`src/rtl/pipe_pkg.sv`:
```
// Shared pipeline payload widths; stage users pass one of these as WIDTH.
package pipe_pkg;
  localparam int INSTR_W = 32;
  localparam int REG_W   = 5;
  localparam int DATA_W  = 64;
  localparam int CTRL_W  = 1;
endpackage

```
`src/rtl/en_reg.sv`:
```
// Register with load enable and synchronous active-low reset to RESET_VAL.
module en_reg #(
  parameter int               WIDTH     = 1,
  parameter logic [WIDTH-1:0] RESET_VAL = '0
) (
  input  logic             clk,
  input  logic             reset,
  input  logic             load,
  input  logic [WIDTH-1:0] d,
  output logic [WIDTH-1:0] q
);

  logic [WIDTH-1:0] val_q;

  always_ff @(posedge clk) begin
    if (!reset) begin
      val_q <= RESET_VAL;
    end else if (load) begin
      val_q <= d;
    end
  end

  assign q = val_q;

endmodule

```
`src/rtl/skid_stage_reg.sv`:
```
// Pipeline stage register with valid/ready on both sides and a one-entry skid
// buffer, so in_ready is register-derived and throughput stays at one per cycle.
module skid_stage_reg
  import pipe_pkg::*;
#(
  parameter int               WIDTH     = DATA_W,
  parameter logic [WIDTH-1:0] RESET_VAL = '0
) (
  input  logic             clk,
  input  logic             reset,
  input  logic             flush,
  input  logic             in_valid,
  output logic             in_ready,
  input  logic [WIDTH-1:0] in_data,
  output logic             out_valid,
  input  logic             out_ready,
  output logic [WIDTH-1:0] out_data,
  output logic [1:0]       count
);

  logic             main_v_q, main_v_d;
  logic             skid_v_q, skid_v_d;
  logic [WIDTH-1:0] main_d_q, main_d_d;
  logic [WIDTH-1:0] skid_d_q;
  logic             main_load, skid_load;
  logic             accept, pop;

  assign in_ready  = ~skid_v_q;
  assign out_valid = main_v_q;
  assign out_data  = main_d_q;
  assign count     = {1'b0, main_v_q} + {1'b0, skid_v_q};

  assign accept = in_valid & in_ready;
  assign pop    = main_v_q & out_ready;

  always_comb begin
    main_v_d  = main_v_q;
    skid_v_d  = skid_v_q;
    main_load = 1'b0;
    skid_load = 1'b0;
    main_d_d  = in_data;
    if (flush) begin
      // Data registers keep their contents; only the valids are squashed.
      main_v_d = 1'b0;
      skid_v_d = 1'b0;
    end else if (!main_v_q) begin
      if (accept) begin
        main_load = 1'b1;
        main_v_d  = 1'b1;
      end
    end else if (!skid_v_q) begin
      if (pop) begin
        if (accept) begin
          main_load = 1'b1;
        end else begin
          main_v_d = 1'b0;
        end
      end else if (accept) begin
        skid_load = 1'b1;
        skid_v_d  = 1'b1;
      end
    end else if (pop) begin
      main_load = 1'b1;
      main_d_d  = skid_d_q;
      skid_v_d  = 1'b0;
    end
  end

  en_reg #(.WIDTH(WIDTH), .RESET_VAL(RESET_VAL)) u_main_d (
    .clk(clk), .reset(reset), .load(main_load), .d(main_d_d), .q(main_d_q)
  );

  en_reg #(.WIDTH(WIDTH), .RESET_VAL(RESET_VAL)) u_skid_d (
    .clk(clk), .reset(reset), .load(skid_load), .d(in_data), .q(skid_d_q)
  );

  en_reg #(.WIDTH(1), .RESET_VAL(1'b0)) u_main_v (
    .clk(clk), .reset(reset), .load(1'b1), .d(main_v_d), .q(main_v_q)
  );

  en_reg #(.WIDTH(1), .RESET_VAL(1'b0)) u_skid_v (
    .clk(clk), .reset(reset), .load(1'b1), .d(skid_v_d), .q(skid_v_q)
  );

endmodule

```
`config.mk`:
```
export PLATFORM = sky130hd
export DESIGN_NAME = skid_stage_reg
export DESIGN_NICKNAME = d
export VERILOG_FILES = /design/src/rtl/pipe_pkg.sv /design/src/rtl/en_reg.sv /design/src/rtl/skid_stage_reg.sv
export SDC_FILE = /design/constraint.sdc
export NUM_CORES = 1
export LEC_CHECK = 0
export CAP_MARGIN = 25
export CORE_ASPECT_RATIO = 0.75
export CORE_MARGIN = 10
export CORE_UTILIZATION = 44
export DETAILED_ROUTE_END_ITERATION = 16
export PLACE_DENSITY = 0.77
export REMOVE_ABC_BUFFERS = 1
export SETUP_SLACK_MARGIN = 0.1
export SKIP_LAST_GASP = 1
export SLEW_MARGIN = 10
export SYNTH_ARGS = -nofsm -noshare
export SYNTH_HDL_FRONTEND = slang
export SYNTH_SLANG_ARGS = --single-unit
```
`constraint.sdc`:
```
create_clock -name clk -period 1.5 [get_ports clk]
set_clock_uncertainty 0.05 [all_clocks]
set_input_delay 0.15 -clock clk [delete_from_list [all_inputs] [get_ports clk]]
set_output_delay 0.15 -clock clk [all_outputs]
set_load 0.01 [all_outputs]
```
# == After elaboration in Yosys (flattened, before gate mapping) ==
# Index checks and enable logic that the tools add are counted.
# totals
reg_bits,130
elab_cells,29
inputBits,69
# classes
reduce_logical,1
n_mux,19
add_sub_neg,1
bitwise,4
# ops
operator,n
$mux W64,4
$mux W1,15
$add A1 B1 Y2,1
$and A1 B1 Y1,2
$not A1 Y1,2
$reduce_or A2 Y1,1

# == Depth between registers and ports, before layout ==
# depth
depth_word,7
ltp_mapped,6
mapped_depth_nobuf,4

# == Hierarchy ==
# Synthesis repeated with hierarchy kept, for this count alone.
# unflattened
hier_cells,502
hier_area_um2,6133.4
# by_module_without_submodules
mod,area_each_um2,seq_area_each_um2,instances,cells_per_inst
en_reg at u_main_d ...,2451.1,1281.2,2,206
skid_stage_reg,1158.6,0.0,1,84
en_reg at u_main_v ...,36.3,20.0,2,3

# == Least setup slack after synthesis ==
# OpenSTA, ideal clock, no wires.
# synth_path
kind,reg-to-reg
start,register u_main_v.val_q (netlist: u_main_v.q)
end,register u_skid_d.val_q[10] (netlist: u_skid_d.q[10])
arrival_ns,1.456
stages_incl_launch_ff,7
path_slack_ns,-0.122
synth_period_minus_slack_ns,1.622
path_cell_list,dfxtp_1 nand2_1 or4_1 buf_2 buf_1 nand2_1 a21boi_1
# synth_between
elab_chain_len,5
# synth_rtl
item,line_no,text
start: declaration,en_reg.sv:13,logic [WIDTH-1:0] val_q;
start signal: assignment,en_reg.sv:17,val_q <= RESET_VAL;
start signal: assignment,en_reg.sv:19,val_q <= d;
$and A1 B1 Y1,skid_stage_reg.sv:34,assign pop = main_v_q & out_ready;
$mux W1,skid_stage_reg.sv:52,if (pop) begin
$mux W1,skid_stage_reg.sv:51,end else if (!skid_v_q) begin
$mux W1 *,skid_stage_reg.sv:46,end else if (!main_v_q) begin
$mux W1 *,skid_stage_reg.sv:42,if (flush) begin
end signal: assignment,en_reg.sv:17,
end signal: assignment,en_reg.sv:19,
end: declaration,en_reg.sv:13,
# Every way passes the cells marked *; elsewhere a longest branch is shown, timed or not.
# A chain may end at the register's enable or synchronous reset.

# == Worst setup path after layout ==
# layout_path
start,register u_skid_v.val_q (netlist: u_skid_v.q)
end,register u_main_d.val_q[56] (netlist: u_main_d.q[56])
# layout_between
elab_chain_len,7
# layout_rtl
item,line_no,text
start: declaration,en_reg.sv:13,
start signal: assignment,en_reg.sv:17,
start signal: assignment,en_reg.sv:19,
$not A1 Y1,skid_stage_reg.sv:28,assign in_ready = ~skid_v_q;
$and A1 B1 Y1,skid_stage_reg.sv:33,assign accept = in_valid & in_ready;
$mux W1,"skid_stage_reg.sv:47, skid_stage_reg.sv:53",
$mux W1,skid_stage_reg.sv:52,
$mux W1,skid_stage_reg.sv:51,
$mux W1,skid_stage_reg.sv:46,
$mux W1,skid_stage_reg.sv:42,
end signal: assignment,en_reg.sv:17,
end signal: assignment,en_reg.sv:19,
end: declaration,en_reg.sv:13,
# Several ways; a longest one is shown, not always the timed one.

==> results.txt <==
----------------------------------------------------
[Run status]
  Violations in the final reports ... negative setup slack
  Status ... complete, but fails checks

[Floorplan]
  Number of placed I/O pins ... 137
  Die Outline Area ... between 15000 and 20000 um^2
  Width of the die ... 144.9 um
  Core Area ... about 12000 um^2
  Floorplan row count ... 34
  Starting utilization of the core area ... between 40% and 50%
  Floorplan die height ... 113.7 um

[Setup path]
  Delay of the slowest cell on the worst path ... roughly 0.35 ns
  Critical Path Fanout Max ... 10
  Critical R2R Capture ... u_main_d.q[56]
  Worst setup path startpoint ... u_skid_v.q
  Setup slack of the most critical reg-to-reg path ... -0.28 ns
  Type of element capturing the critical path ... flop
  Required arrival time at the worst endpoint ... between 1.5 and 2 ns
  Startpoint type of the worst setup path ... flop
  Reg2reg path depth ... 6
  CP cell instances ... or2_4 > a211oi_4 > buf_6 > clkbuf_16 > o21ai_1 > a31oi_1
  Critical path's top delay family ... compound AO/OA/AOI/OAI gates
  Master of the slowest instance on the critical path ... dfxtp_2
  Critical path buffers and inverters ... 2
  Critical path arrival ... between 2 and 2.5 ns
  Type of the setup path with the least slack ... flop to flop
  Source of the worst register-to-register timing path ... u_skid_v.q

[Synthesis]
  Sequential fraction of the synthesis area ... about half
  Synth unique cells ... 23
  Post-synthesis instance area ... 5146 um^2
  Syn Inst Count ... 649
  Synth Warn # ... 0
  Mean post-synth cell area ... slightly below 8 um^2
  Post-synthesis sequential element count ... between 100 and 150

[Power and ir drop]
  Leakage power of the design ... approximately 4.2 nW
  PD cells ... approximately 1100 nW/um^2
  Worst vdd rail ir drop ... between 0.0007 and 0.0008 V

[Clock network]
  Clock sink count ... 130
  Total number of H-tree levels ... 4
  Clock Tree Buf Depth ... 2
  Inserted Clock Buffers ... 17
  CTS tree ... built
  Register clock-pin slew on the reported worst setup and hold paths ... approximately 0.060 ns
  Hold Buf Count CTS ... 0
  Library cell used as clock root buffer ... clkbuf_16
  Worst-skew pair later-pin latency ... ~0.40 ns

[Timing]
  Worst-Margin Slew ... between 0.3 and 0.4 ns
  Finish-stage setup viols ... about 130
  Total count of hold-check failures in the final report ... 0
  RSZ-0062 raised after global routing ... yes
  Fin worst setup slack ... -0.2790 ns
  Post-route fraction of the period consumed by the critical path ... 118.6%
  Worst hold slack after final layout ... 0.1197 ns
  Final max-slew violation count ... 0
  Worst max-slew margin expressed relative to the limit ... between 70% and 80%
  Sum of negative setup slack ... -16.75 ns
  Achievable frequency ... roughly 0.56 GHz
  Tmin final ... roughly 1.8 ns

[Worst hold path]
  Worst hold path type ... input pin to flop
  Cells on Worst Hold Path ... 3
  Capture endpoint of the worst hold path ... u_main_d.q[1]
  Startpoint of the tightest hold check path ... reset

[Detailed routing]
  Routed Wire Length ... ~20000 um
  Number of search-and-repair iterations in the first detailed-routing pass ... 5
  Count of antenna-violating nets left after detailed routing ... 0
  DR vias ... ~5700
  DRC viols ... 0
  DRT iter0 DRCs ... 741
  Routed wire per std cell ... slightly above 20 um
  Vias per std cell ... between 5 and 6

[Finish]
  Post-layout net count ... 896
  Number of diodes added for antenna fixing ... 0
  Most used cells in the layout excluding fill and tap cells ... nand2_1 (238), dfxtp_1 (128), clkdlybuf4s50_1 (67)
  Area of the multi-input gates ... roughly 2400 um^2
  Layout cells sized above 1 ... 19.19%
  Area overhead of the layout relative to synthesis ... 67.15%
  Utilization after layout ... 74.61%
  Sequential cell area in the final layout ... approximately 2600 um^2
  Layout filler cell count ... about 780
  Leading cell type in the layout, fill and taps excluded ... nand2_1

[Place]
  Worst-case setup slack after placement ... -0.4610 ns
  Number of buffers inserted by port buffering ... 136
  DP Wirelength ... between 10000 and 15000 um
  Routability congestion estimate from global placement ... between 0.7 and 0.8

[Flow run]
  Number of max-cap violations ... 0

[Global routing]
  Maximum number of pins on one net before global-route repair ... 52
  Initial antenna violation count ... 0
  Total global routing overflow ... 0
  Wire length of the first global-routing pass ... approximately 27000 um
  Overall fraction of global-route tracks in use ... 20.52%
  Via count of the first global-routing pass ... approximately 5300

----------------------------------------------------
==> through the flow <==
stage          total power [W]  instance area, um^2  std cells
2_1_floorplan         0.004062                 4895        595
3_3_place_gp          0.004697                 6847        927
3_5_place_dp          0.004723                 6847        927
4_1_cts               0.008912                 7797        971
5_1_grt               0.009345                 8602       1001
6_report              0.009103                 8602       1001
==> worst max-delay path by stage <==
| stage | to | cells past startpoint | slack (ns) |
|---|---|---|---|
| finish | u_main_d.q[56] | 6 | -0.28 |
| global placement | u_skid_d.q[18] | 5 | -0.39 |
| CTS | u_main_d.q[18] | 6 | -0.13 |
| detailed placement | u_skid_d.q[39] | 5 | -0.46 |
| floorplan | u_main_d.q[0] | 3 | -3.44 |
| global route | u_main_d.q[56] | 6 | -0.31 |
==> logic make-up after synthesis <==
| kind of cell | synth area share, % |
|---|---|
| AO/OA/AOI/OAI | 23.95 |
| flip-flops | 50.57 |
| AND/OR/NAND/NOR | 20.20 |
| buffers and inverters | 5.032 |
| adder cells (fa/ha/maj) | 0.2431 |
==> timing repair <==
item,CTS,global route
setup buffers,4,14
endpoints found under the setup margin,196,195
pin swaps,40,2
gates resized for setup,44,117
cloned,8,17
hold endpoints to repair,0,0
==> Yosys cell counts (all sizes together) <==
| library cell | count | share of area, % |
|---|---|---|
| a211oi | 1 | 0.24 |
| a31oi | 64 | 7.8 |
| nor2 | 1 | 0.073 |
| nand2b | 1 | 0.12 |
| a221oi | 1 | 0.17 |
| ha | 1 | 0.24 |
| inv | 2 | 0.15 |
| nand2 | 259 | 19 |
| o21ai | 65 | 6.3 |
| buf | 31 | 3.2 |
| nor4 | 1 | 0.41 |
| clkbuf | 23 | 1.7 |
| or2 | 1 | 0.12 |
| nor3 | 1 | 0.32 |
| a21oi | 1 | 0.097 |
| dfxtp | 130 | 51 |
| or4 | 1 | 0.15 |
| or3 | 1 | 0.12 |
| a21boi | 64 | 9.3 |
==> report_power, final <==
group	internal [W]	total, W	leakage (nW)	switching, W
combinational	0.000654	0.00118	2.89	0.000522
sequential	0.00360	0.00369	1.06	0.0000951
clock	0.00266	0.00424	0.281	0.00158
total	0.00691	0.00910	4.23	0.00220
==> state kept, by name (all words and copies together), names as in the netlist <==
name and count:
u_main_v.q 1, u_skid_v.q 1, u_main_d.q 64, u_skid_d.q 64
==> worst register-to-register path: cells and delay by family, from the launching register on <==
family	cells	cell delay [ns]
flip-flops	1	0.35
AND/OR/NAND/NOR	1	0.27
AO/OA/AOI/OAI	3	0.62
buffers and inverters	2	0.42
==> metal layers <==
layer	wire length, um	track usage (%)	vias to the layer above	share of wire, %
li1	-	-	2563	-
met1	8285	26.52	2728	40
met2	9259	31.17	374	45
met3	2487	8.306	67	12
met4	546	5.242	0	2.7
met5	0	0	-	0
==> area by class of cell <==
class,instances,area share (%)
Timing Repair Buffer,212,31.87
Clock inverter,13,1.862
Sequential cell,130,30.31
Multi-Input combinational cell,463,28.36
Clock buffer,19,5.149
Inverter,2,0.08727
Tap cell,162,2.356
Note: power is estimated with default switching activity, not from simulation.
